==> config.mk <==
export PLATFORM = sky130hd
export DESIGN_NAME = dm_ctrl
export DESIGN_NICKNAME = d
export VERILOG_FILES = /design/src/rtl/dm_pkg.sv /design/src/rtl/dm_be_gen.sv /design/src/rtl/dm_ctrl.sv
export SDC_FILE = /design/constraint.sdc
export NUM_CORES = 1
export LEC_CHECK = 0
export ABC_AREA = 1
export CORE_MARGIN = 4
export CORE_UTILIZATION = 44
export CTS_BUF_LIST = sky130_fd_sc_hd__clkbuf_16
export DETAILED_ROUTE_END_ITERATION = 10
export DONT_BUFFER_PORTS = 1
export GPL_ROUTABILITY_DRIVEN = 0
export PLACE_DENSITY = 0.66
export SYNTH_ARGS = -nofsm -noshare
export SYNTH_HDL_FRONTEND = slang
export SYNTH_SLANG_ARGS = --single-unit
==> constraint.sdc <==
create_clock -name clk -period 2 [get_ports clk]
set_input_delay 0.6 -clock clk [delete_from_list [all_inputs] [get_ports clk]]
set_output_delay 0.6 -clock clk [all_outputs]
set_load 0.01 [all_outputs]
==> src/rtl/dm_pkg.sv <==
// Shared definitions for the data-memory access controller: size codes,
// error codes and the controller FSM encoding.
package dm_pkg;

    typedef enum logic [1:0] {
        SZ_BYTE = 2'b00,
        SZ_HALF = 2'b01,
        SZ_WORD = 2'b10,
        SZ_BAD  = 2'b11
    } size_e;

    typedef enum logic [1:0] {
        ERR_NONE  = 2'b00,
        ERR_ALIGN = 2'b01,
        ERR_RANGE = 2'b10,
        ERR_SIZE  = 2'b11
    } err_e;

    typedef enum logic [1:0] {
        ST_IDLE   = 2'b00,
        ST_ACCESS = 2'b01,
        ST_DONE   = 2'b10
    } state_e;

endpackage

==> src/rtl/dm_be_gen.sv <==
// Byte-enable and alignment decode for a (size, low offset) pair; purely
// combinational so it can be shared with other bus-side blocks.
module dm_be_gen
    import dm_pkg::*;
(
    input  logic [1:0] size,
    input  logic [1:0] off,
    output logic [3:0] be,
    output logic       misaligned
);

    // Lane selection and alignment check per access size
    always_comb begin
        be         = 4'b0000;
        misaligned = 1'b0;
        case (size)
            SZ_BYTE: begin
                be         = 4'b0001 << off;
                misaligned = 1'b0;
            end
            SZ_HALF: begin
                be         = off[1] ? 4'b1100 : 4'b0011;
                misaligned = off[0];
            end
            SZ_WORD: begin
                be         = 4'b1111;
                misaligned = |off;
            end
            default: begin
                be         = 4'b0000;
                misaligned = 1'b0;
            end
        endcase
    end

endmodule

==> src/rtl/dm_ctrl.sv <==
// Load/store controller in front of the data memory: validates a request,
// drives one memory access cycle and reports completion with a done pulse.
module dm_ctrl
    import dm_pkg::*;
#(
    parameter logic [31:0] DM_BASE  = 32'h0000_0000,
    parameter int          DM_WORDS = 1024,
    localparam int         AW       = $clog2(DM_WORDS)
) (
    input  logic          clk,
    input  logic          rst_n,
    input  logic          req,
    input  logic          we,
    input  logic [1:0]    size,
    input  logic          sign,
    input  logic [31:0]   addr,
    input  logic [31:0]   wdata,
    output logic          busy,
    output logic          done,
    output logic          err,
    output logic [1:0]    err_code,
    output logic [31:0]   rdata,
    output logic [AW-1:0] dm_addr,
    output logic [3:0]    dm_be,
    output logic [31:0]   dm_din,
    output logic          dm_wr,
    output logic          dm_signed,
    input  logic [31:0]   dm_dout
);

    localparam logic [31:0] DM_BYTES = 32'(4 * DM_WORDS);

    state_e        state_r, state_s;
    logic [31:0]   offset_s;
    logic [3:0]    be_s;
    logic          mis_s;
    logic          accept_s;
    logic          err_s;
    err_e          code_s;

    logic          busy_r, done_r, err_r;
    err_e          err_code_r;
    logic [31:0]   rdata_r;
    logic [AW-1:0] dm_addr_r;
    logic [3:0]    dm_be_r;
    logic [31:0]   dm_din_r;
    logic          dm_wr_r, dm_signed_r;

    // Addresses below the base wrap to large offsets and so fail the range check
    assign offset_s = addr - DM_BASE;

    dm_be_gen u_be_gen (
        .size       (size),
        .off        (offset_s[1:0]),
        .be         (be_s),
        .misaligned (mis_s)
    );

    // Next-state and request classification
    always_comb begin
        state_s  = state_r;
        accept_s = 1'b0;
        err_s    = 1'b0;
        code_s   = ERR_NONE;
        case (state_r)
            ST_IDLE: begin
                if (req) begin
                    if (size == SZ_BAD) begin
                        err_s  = 1'b1;
                        code_s = ERR_SIZE;
                    end else if (mis_s) begin
                        err_s  = 1'b1;
                        code_s = ERR_ALIGN;
                    end else if (offset_s >= DM_BYTES) begin
                        err_s  = 1'b1;
                        code_s = ERR_RANGE;
                    end else begin
                        accept_s = 1'b1;
                    end
                    state_s = err_s ? ST_DONE : ST_ACCESS;
                end else begin
                    state_s = ST_IDLE;
                end
            end
            ST_ACCESS: state_s = ST_DONE;
            ST_DONE:   state_s = ST_IDLE;
            default:   state_s = ST_IDLE;
        endcase
    end

    // FSM state register
    always_ff @(posedge clk or negedge rst_n) begin
        if (!rst_n) begin
            state_r <= ST_IDLE;
        end else begin
            state_r <= state_s;
        end
    end

    // Handshake outputs; err is only ever raised from IDLE so it pulses with done
    always_ff @(posedge clk or negedge rst_n) begin
        if (!rst_n) begin
            busy_r     <= 1'b0;
            done_r     <= 1'b0;
            err_r      <= 1'b0;
            err_code_r <= ERR_NONE;
        end else begin
            busy_r     <= (state_s != ST_IDLE);
            done_r     <= (state_s == ST_DONE);
            err_r      <= err_s;
            err_code_r <= code_s;
        end
    end

    // Memory-side registers and MDR capture
    always_ff @(posedge clk or negedge rst_n) begin
        if (!rst_n) begin
            rdata_r     <= 32'h0000_0000;
            dm_addr_r   <= '0;
            dm_be_r     <= 4'b0000;
            dm_din_r    <= 32'h0000_0000;
            dm_wr_r     <= 1'b0;
            dm_signed_r <= 1'b0;
        end else if (accept_s) begin
            dm_addr_r   <= offset_s[AW+1:2];
            dm_be_r     <= be_s;
            dm_din_r    <= wdata;
            dm_wr_r     <= we;
            dm_signed_r <= sign;
        end else if (state_r == ST_ACCESS) begin
            // dm_wr_r still reflects the request direction during ACCESS
            if (!dm_wr_r) begin
                rdata_r <= dm_dout;
            end
            dm_wr_r <= 1'b0;
            dm_be_r <= 4'b0000;
        end
    end

    assign busy      = busy_r;
    assign done      = done_r;
    assign err       = err_r;
    assign err_code  = err_code_r;
    assign rdata     = rdata_r;
    assign dm_addr   = dm_addr_r;
    assign dm_be     = dm_be_r;
    assign dm_din    = dm_din_r;
    assign dm_wr     = dm_wr_r;
    assign dm_signed = dm_signed_r;

endmodule
==> flow_summary.ini, run 1 <==
[outcome]
status = finished, violations left
violations = negative hold slack

[layout]
layout.nets = 447
drive_gt1_frac = 0.186
antennaDiodeCount = 0
instances_no_fill = 447
area_growth_pct = 12.9

[placement]
hpwlAfterDp_um = 5800
io_buffer_count = 0
dp.cells = 431

[logic_synthesis]
yosys_register_bits = 87
synth_area_leaders = dfrtp_1 60%, nand2_1 15%, mux2_4 12%
ys_types = 24
seq_area_frac_synth = 0.602
synth-edff-count = 0
synth_top_area_frac = 0.602
syn_inst = 333
dominantRegCellSynth = dfrtp_1
ys_async_sr_fraction = 1.00
netlist_area_sq_mm = 0.00362
ys_warn_count = 0
synth_top_area_cell = dfrtp_1
syn_avg_cell_area_sq_um = 10.9
syn_nets = 440

[floorplan]
initial_core_util = 0.461
io_pins = 188
die_y_um = 98.7
core-area_sq_mm = 0.00785
die_width_um = 98.7
rows = 32
dieArea_sq_mm = 0.00974

[timing]
post-route-period-util = 0.857
hold_ws_ns = -0.0345
setup_violations = 0
period_minus_slack_ns = 1.71
tightest_slew_ns = 0.551
fin_worst_skew_ns = 0.00483
finalHoldViolations = 87
rsz0062_at_grt = no
fmax_ghz = 0.584
drv_slew = 0
maxSlewHeadroom = 0.633
tns_ns = 0

[global_route]
grt_pass1_wl_um = 12700
grt_usage = 0.164
overflow = 0
grt_pass1_vias = 2398
antenna_found_initial = 0
grt_max_degree = 88

[critical_path]
cp_max_fo = 32
worst_r2r_path_depth = 6
critPathKind = reg -> reg
path_delay_family = buffers and inverters
cp_num_buf_inv = 3
r2r-end = rdata[20]$_DFFE_PN0P_
critPathMaxStageDelay_ns = 0.45
crit_start = state_r[0]$_DFF_PN0_
r2r_start = state_r[0]$_DFF_PN0_
crit_arrival_ns = 1.92
worst_setup_path_end_kind = flip-flop
worstPathCellList = inv_2, nor2_2, inv_2, or2_2, buf_4, mux2_2
rrSetupSlack_ns = 0.29
cp_common_cell = inv_2
worstPathRequired_ns = 2.20
crit_path_top_delay_cell = buf_4
worstSetupStartpointType = flip-flop

[clocking]
cts.sink_count = 87
tritoncts = done
clk_pin_slew_worst_paths_ns = 0.06
worst_skew_pair.late_latency_ns = 0.32
clockBufferDepth = 2
cts_resized = 0
postCtsSetupBuffers = 0
cts-htree-levels = 3
cts_made_buffers = 9
root_buffer = clkbuf_16

[drt]
drt-pass1-iter-count = 4
drc = 0
viasPerCell = 5.12
drtIter0Drc = 84
wl_per_cell_um = 17.4
ant_nets = 0
vias = 2290
routed_wl_um = 7770

[power]
power_leakage_nw = 2.21
powerDensity_mw_per_mm2 = 930
peakVddDrop_v = 0.000490

[min_path]
worstHoldPathType = in -> async

[job]
max_cap_violations = 0
cells by family (layout without fill, tap and decap cells):
group	Yosys count	in the layout	share of synthesized area
compound gates	11	11	0.0197
fa+ha+maj	4	4	0.0138
buf+inv	25	37	0.0415
flops	87	87	0.602
mux	32	32	0.131
simple gates	174	174	0.193
per-layer routing:
| metal | wire, um | vias up | track usage |
|---|---|---|---|
| met2 | 3590 | 138 | 0.251 |
| met5 | 0 | - | 0 |
| met3 | 932 | 6 | 0.0764 |
| li1 | - | 1063 | - |
| met4 | 62 | 0 | 0.0536 |
| met1 | 3180 | 1083 | 0.207 |
synth_stat cells, types with 2 or more instances:
| library cell | instances |
|---|---|
| nor2_1 | 14 |
| buf_4 | 4 |
| o21ai_0 | 3 |
| inv_2 | 3 |
| buf_2 | 3 |
| mux2_2 | 2 |
| inv_1 | 9 |
| a21oi_1 | 5 |
| buf_6 | 5 |
| nand2_1 | 143 |
| nor2_2 | 2 |
| ha_1 | 4 |
| nand3_1 | 5 |
| mux2_4 | 30 |
| dfrtp_1 | 87 |
| nand4_1 | 6 |
flip-flops by register name, summed over array words and instances, names as in the netlist, 2 cells and up:
name,flops
dm_din,32
rdata,32
dm_addr,10
dm_be,4
err_code,2
state_r,2
how the worst max path moves through the flow:
stage,to,cells past startpoint
5_1_grt,rdata[20]$_DFFE_PN0P_,6
6_report,rdata[20]$_DFFE_PN0P_,6
4_1_cts,rdata[20]$_DFFE_PN0P_,6
3_5_place_dp,dm_din[18]$_DFFE_PN0P_,10
3_3_place_gp,dm_addr[9]$_DFFE_PN0P_,10
2_1_floorplan,dm_addr[0]$_DFFE_PN0P_,10
final cells by class:
class,count,area [sq um]
Clock buffer,9,225
Clock inverter,7,114
Fill cell,692,3760
Inverter,12,45.0
Multi-Input combinational cell,221,1290
Sequential cell,87,2180
Tap cell,102,128
Timing Repair Buffer,9,105
where the power goes:
part           internal, mW  switching (mW)  leakage (nW)  total [mW]
combinational        0.0600          0.0403         0.911       0.100
clock                  1.21           0.635         0.168        1.85
sequential             1.80          0.0482          1.13        1.85
total                  3.07           0.723          2.21        3.80
cell usage in the layout (no fill, tap or decap), types with 2 or more instances in the layout:
cell / Yosys / routed
buf_12: 0 / 3
buf_4: 4 / 6
clkbuf_16: 0 / 9
nor2_2: 2 / 2
bufinv_16: 0 / 3
nor2_1: 14 / 14
mux2_4: 30 / 30
mux2_2: 2 / 2
nand2_1: 143 / 143
nand3_1: 5 / 5
dfrtp_1: 87 / 87
o21ai_0: 3 / 3
nand4_1: 6 / 6
inv_2: 3 / 3
ha_1: 4 / 4
a21oi_1: 5 / 5
inv_1: 9 / 11
stage by stage:
| step | area [sq um] | power, mW | utilization | setup slack [ns] |
|---|---|---|---|---|
| after floorplan | 3620 | 1.96 | - | 0.0958 |
| after global placement | 3750 | 1.98 | 0.477 | 0.0631 |
| after detailed placement | 3750 | 1.98 | 0.477 | 0.00482 |
| after CTS | 4090 | 3.84 | 0.521 | 0.278 |
| after global routing | 4090 | 3.95 | 0.521 | 0.150 |
| final | 4090 | 3.80 | 0.521 | 0.287 |
Note: power is estimated with default switching activity, not from simulation.
==> run 2: changes to the inputs <==
--- a/config.mk
+++ b/config.mk
@@ -9,6 +9,7 @@
 export CORE_MARGIN = 4
 export CORE_UTILIZATION = 44
 export CTS_BUF_LIST = sky130_fd_sc_hd__clkbuf_16
+export CTS_CLUSTER_SIZE = 14
 export DETAILED_ROUTE_END_ITERATION = 10
 export DONT_BUFFER_PORTS = 1
 export GPL_ROUTABILITY_DRIVEN = 0
==> results of run 2 <==
Same layout as run 1: the final DEF is identical, and so are final timing and power.
==> run 3: changes to the inputs <==
--- a/config.mk
+++ b/config.mk
@@ -14,6 +14,7 @@
 export DONT_BUFFER_PORTS = 1
 export GPL_ROUTABILITY_DRIVEN = 0
 export PLACE_DENSITY = 0.66
+export SLEW_MARGIN = 20
 export SYNTH_ARGS = -nofsm -noshare
 export SYNTH_HDL_FRONTEND = slang
 export SYNTH_SLANG_ARGS = --single-unit
==> results of run 3 <==
Same layout as run 1: the final DEF is identical, and so are final timing and power.
==> patch 1, RTL diff (flow settings as in run 2) <==
Remove the register `done_r`: a continuous assignment takes its place, so the output `done` follows one clock earlier.
--- a/src/rtl/dm_ctrl.sv
+++ b/src/rtl/dm_ctrl.sv
@@ -101,16 +101,16 @@
     always_ff @(posedge clk or negedge rst_n) begin
         if (!rst_n) begin
             busy_r     <= 1'b0;
-            done_r     <= 1'b0;
             err_r      <= 1'b0;
             err_code_r <= ERR_NONE;
         end else begin
             busy_r     <= (state_s != ST_IDLE);
-            done_r     <= (state_s == ST_DONE);
             err_r      <= err_s;
             err_code_r <= code_s;
         end
     end
+
+    assign done_r = (state_s == ST_DONE);
 
     // Memory-side registers and MDR capture
     always_ff @(posedge clk or negedge rst_n) begin
Function: changed (Yosys sat finds a counterexample within 4 cycles, from zero or initial values and one cycle with rst_n low).
==> patch 1 against run 2 <==
The run still ends with negative hold slack left. Highest routed layer unchanged. Via count shrank 2.8%. Die area fell by 0.64%. Setup slack lost 0.26 ns. Combinational power rose by 20%. Maximum frequency shrank 13%. Routed wire length increased by 1.1%. Sequential cell count fell by 1. Cell area increased by 0.55%. Synthesized area decreased by 0.69%. Clock power shrank 9%. Sequential share of layout area decreased by 0.90 points. Largest cell class unchanged. Total power down 4.4%.
==> patch 1: results (changes against run 2) <==
- RR Startpoint: state_r[1] (was state_r[0])
- Slew Limit Headroom: 78.0% (was 63.3%)
- Met3 usage: 8.00% (was 7.64%)
- Worst reg2reg path endpoint: rdata[16] (was rdata[20])
- Place WS: -0.0332 ns (was 0.00482 ns)
- Crit. Startpoint: size[1] (was state_r[0])
- Die Area: 9680 sq um (was 9740 sq um)
- Peak supply drop: 0.467 mV (was 0.490 mV)
- Area after DPL: 3800 sq um (was 3750 sq um)
- Setup Fix Bufs, Post-CTS: 0 (unchanged)
- Clock sink total: 86 (was 87)
- Antenna cells: 0 (unchanged)
- First-pass GRT wire length: 12.7 mm (about the same)
- Failing checks: negative hold slack (unchanged)
- DR vias/cell: 4.97 (was 5.12)
- Vias: 2225 (was 2290)
- Ys flop type: dfrtp_1 (unchanged)
- DRC errors left: 0 (unchanged)
- Clock-cell share: 7.43% (was 8.30%)
- Initial antenna violation count: 0 (unchanged)
- DP Cell Count: 432 (was 431)
- M1 WL: 3.13 mm (was 3.18 mm)
- Met3 routed WL: 982 um (was 932 um)
- Sequential Area: 2150 sq um (was 2180 sq um)
- Pin count of the biggest net entering global routing: 87 (was 88)
- WL final: 7.85 mm (was 7.77 mm)
- DR WL met2: 3.67 mm (was 3.59 mm)
- Post-synthesis mux area share: 13.2% (was 13.1%)
- Register area share after synthesis: 59.9% (was 60.2%)
- Leakage power: 2.19 nW (was 2.21 nW)
- Syn nets: 439 (was 440)
- R2R depth: 5 (was 6)
- Synth Area in Compound Gates: 1.98% (was 1.97%)
- Synth top area cells: dfrtp_1 60%, nand2_1 15%, mux2_4 13% (was dfrtp_1 60%, nand2_1 15%, mux2_4 12%)
- Post-Synth Adder-Cell Area: 1.39% (was 1.38%)
- Buffer share of cell area: 2.92% (was 2.57%)
- Layout cells sized above 1: 22.3% (was 18.6%)
- DP Wirelength: 5.83 mm (was 5.80 mm)
- Clk root buf: clkbuf_16 (unchanged)
- Commonest cells in the netlist: 143 x nand2_1, 86 x dfrtp_1, 30 x mux2_4 (was 143 x nand2_1, 87 x dfrtp_1, 30 x mux2_4)
- Smallest hold slack: -0.0442 ns (was -0.0345 ns)
- DRT Pass-1 Iters: 6 (was 4)
- Fill cell count: 705 (was 692)
- Fin. Hold Viols: 86 (was 87)
- Worst-path fanout max: 3 (was 32)
- Mean post-synth cell area: 10.8 sq um (was 10.9 sq um)
- Total Routing Usage GR: 16.4% (about the same)
- Vias in the first global route: 2444 (was 2398)
- DRT iter0 DRCs: 29 (was 84)
- Met1 Use GR: 19.7% (was 20.7%)
- Clk_skew: 0.00943 ns (was 0.00483 ns)
- Fin nets: 448 (was 447)
- Non-clk bufs: 11 (was 9)
- R2R setup slack: 0.43 ns (was 0.29 ns)
- Area growth from synthesis to layout: 14.3% (was 12.9%)
- Outcome: complete, but fails checks (unchanged)
- Min Clock Period, post-route: 1.97 ns (was 1.71 ns)
- Met2 GRT Util: 25.8% (was 25.1%)
- Fraction of area in multi-input gates: 32.7% (was 31.6%)
- Critical Path End: done (was rdata[20])
## patch 1: cell types whose count changed in the layout (fill, tap and decap cells not counted), sizes merged
cell    before  now
bufinv       3    1
dfrtp       87   86
inv         14   16
buf          9   11
## patch 1: timing repair
action / CTS / global route
resized for setup: 2 / 0
endpoints found under the setup margin: 1 / 1
pin swaps: 0 / 1
endpoints found under the hold margin: 86 / 86
## patch 1: power breakdown
part	leakage (nW)	total, W	internal [W]	switching (W)
logic	0.924	0.000120	0.0000729	0.0000473
registers	1.12	0.00183	0.00178	0.0000475
clock network	0.149	0.00168	0.000987	0.000695
total	2.19	0.00363	0.00284	0.000790
## patch 1: worst max-delay path, stage by stage
cell	delay (ns)
inv_12	0.02
ha_4	0.14
a21o_1	0.21
a21oi_4	0.17
a21oi_2	0.07
inv_1	0.08
nand2_2	0.07
==> patch 2, RTL diff (flow settings as in run 2) <==
Without the edit above. `DM_WORDS`: 1024 -> 512.
--- a/src/rtl/dm_ctrl.sv
+++ b/src/rtl/dm_ctrl.sv
@@ -4,7 +4,7 @@
     import dm_pkg::*;
 #(
     parameter logic [31:0] DM_BASE  = 32'h0000_0000,
-    parameter int          DM_WORDS = 1024,
+    parameter int          DM_WORDS = 512,
     localparam int         AW       = $clog2(DM_WORDS)
 ) (
     input  logic          clk,
Interface: changed (resized dm_addr); port bits go from 188 to 187. No check against the original RTL was run, so the function may have changed too.
==> patch 2 against run 2 <==
The run still ends with negative hold slack left. Synthesized cell count rose by 0.30%. Cell area shrank 1.8%. Sequential cell count down 1. Global-route usage down 0.79 points. Setup slack got worse by 0.0035 ns. Final cell count is 0.22% lower. Core utilization decreased by 0.96 points. Total power down 3.9%. Worst hold slack gained 0.0021 ns. Synthesized area is 0.14% higher. Routed wire length decreased by 3.0%. Clock skew is 0.0026 ns higher. Highest routed layer unchanged.
==> patch 2: results (changes against run 2) <==
- Smallest hold slack: -0.0324 ns (was -0.0345 ns)
- Register area share after synthesis: 59.4% (was 60.2%)
- DRT iter0 DRCs: 88 (was 84)
- Critical path arrival: 1.92 ns (about the same)
- Place WS: 0.164 ns (was 0.00482 ns)
- Clock transition at the registers of the reported paths: 0.06 ns (about the same)
- Post-synth ARST share: 100% (unchanged)
- R2R setup slack: 0.28 ns
- Vias in the first global route: 2309 (was 2398)
- Worst-path fanout max: 32 (unchanged)
- DP Wirelength: 5.55 mm (was 5.80 mm)
- Initial antenna violation count: 0 (unchanged)
- Leakage power: 2.19 nW (was 2.21 nW)
- Failing checks: negative hold slack (unchanged)
- Clock power frac: 47.1% (was 48.6%)
- Clock network latency to the later pin of the worst-skew pair: 0.32 ns (about the same)
- Total Routing Usage GR: 15.6% (was 16.4%)
- Area after DPL: 3690 sq um (was 3750 sq um)
- P per Cell Area: 910 nW/um^2 (was 930 nW/um^2)
- WL/cell: 16.9 um (was 17.4 um)
- DR WL met2: 3.58 mm (was 3.59 mm)
- H-tree Lvls: 3 (unchanged)
- Syn nets: 441 (was 440)
- M1 WL: 3.05 mm (was 3.18 mm)
- Antenna cells: 0 (unchanged)
- Synth top area cells: dfrtp_1 59%, nand2_1 15%, mux2_4 12% (was dfrtp_1 60%, nand2_1 15%, mux2_4 12%)
- Fin nets: 446 (was 447)
- Synth cell types: 22 (was 24)
- Commonest cells in the netlist: 144 x nand2_1, 86 x dfrtp_1, 30 x mux2_4 (was 143 x nand2_1, 87 x dfrtp_1, 30 x mux2_4)
- Top Metal Used: met4 (unchanged)
- First-pass GRT wire length: 12.1 mm (was 12.7 mm)
- Fin. Hold Viols: 86 (was 87)
- Vias: 2217 (was 2290)
- Slew Limit Headroom: 64.1% (was 63.3%)
- Outcome: complete, but fails checks (unchanged)
- Clk_skew: 0.00747 ns (was 0.00483 ns)
- Sw frac: 19.8% (was 19.0%)
- Pin count of the biggest net entering global routing: 87 (was 88)
- Fin crit share: 85.8% (was 85.7%)
- Layout cells sized above 1: 18.0% (was 18.6%)
- Peak supply drop: 0.455 mV (was 0.490 mV)
- DRC errors left: 0 (unchanged)
- Met3 routed WL: 745 um (was 932 um)
-- patch 2: logic make-up (layout without fill, tap and decap cells) --
group           after synthesis  count (layout)  share of synthesized area, %
compound gates                9               9                          1.52
fa+ha+maj                     4               4                          1.38
buf+inv                      28              38                          5.28
flops                        86              86                          59.4
mux                          32              32                          13.1
simple gates                175             175                          19.4
-- patch 2: cell type report --
type	count	area [sq um]
Fill cell	722	3840
Sequential cell	86	2150
Multi-Input combinational cell	220	1280
Clock buffer	9	225
Tap cell	102	128
Clock inverter	7	91.3
Timing Repair Buffer	7	77.6
Inverter	15	56.3
-- patch 2: worst paths after layout --
path | from | to | cells after the start
max reg2reg | state_r[0] | rdata[19] | 6
min | rst_n | rdata[6] | 0
max | state_r[0] | rdata[19] | 6
min reg2reg | state_r[1] | busy | 1
max in group asynchronous | rst_n | state_r[0] | 0
min in group clk | wdata[4] | dm_din[4] | 2
-- patch 2: repair_timing --
action                                 CTS  global route
endpoints found under the hold margin   86            86
setup buffers                            0             0
gates resized for setup                  0             0
-- patch 2: per-stage QoR --
step           hold slack (ns)  cells
2_1_floorplan            0.304    334
3_3_place_gp             0.306    430
3_5_place_dp             0.306    430
4_1_cts                -0.0452    446
5_1_grt                -0.0550    446
6_report               -0.0324    446
-- patch 2: routing by layer --
layer,up-vias,GRT usage [%]
met5,-,0
met4,0,7.04
met3,13,6.72
met2,117,24.0
met1,1029,19.0
li1,1058,-
-- patch 2: worst max-delay path, cell delays in order (launching register included) --
cell and delay, ns:
dfrtp_1 0.40, inv_2 0.07, nor2_2 0.04, inv_2 0.12, or2_2 0.12, buf_4 0.45, mux2_2 0.40
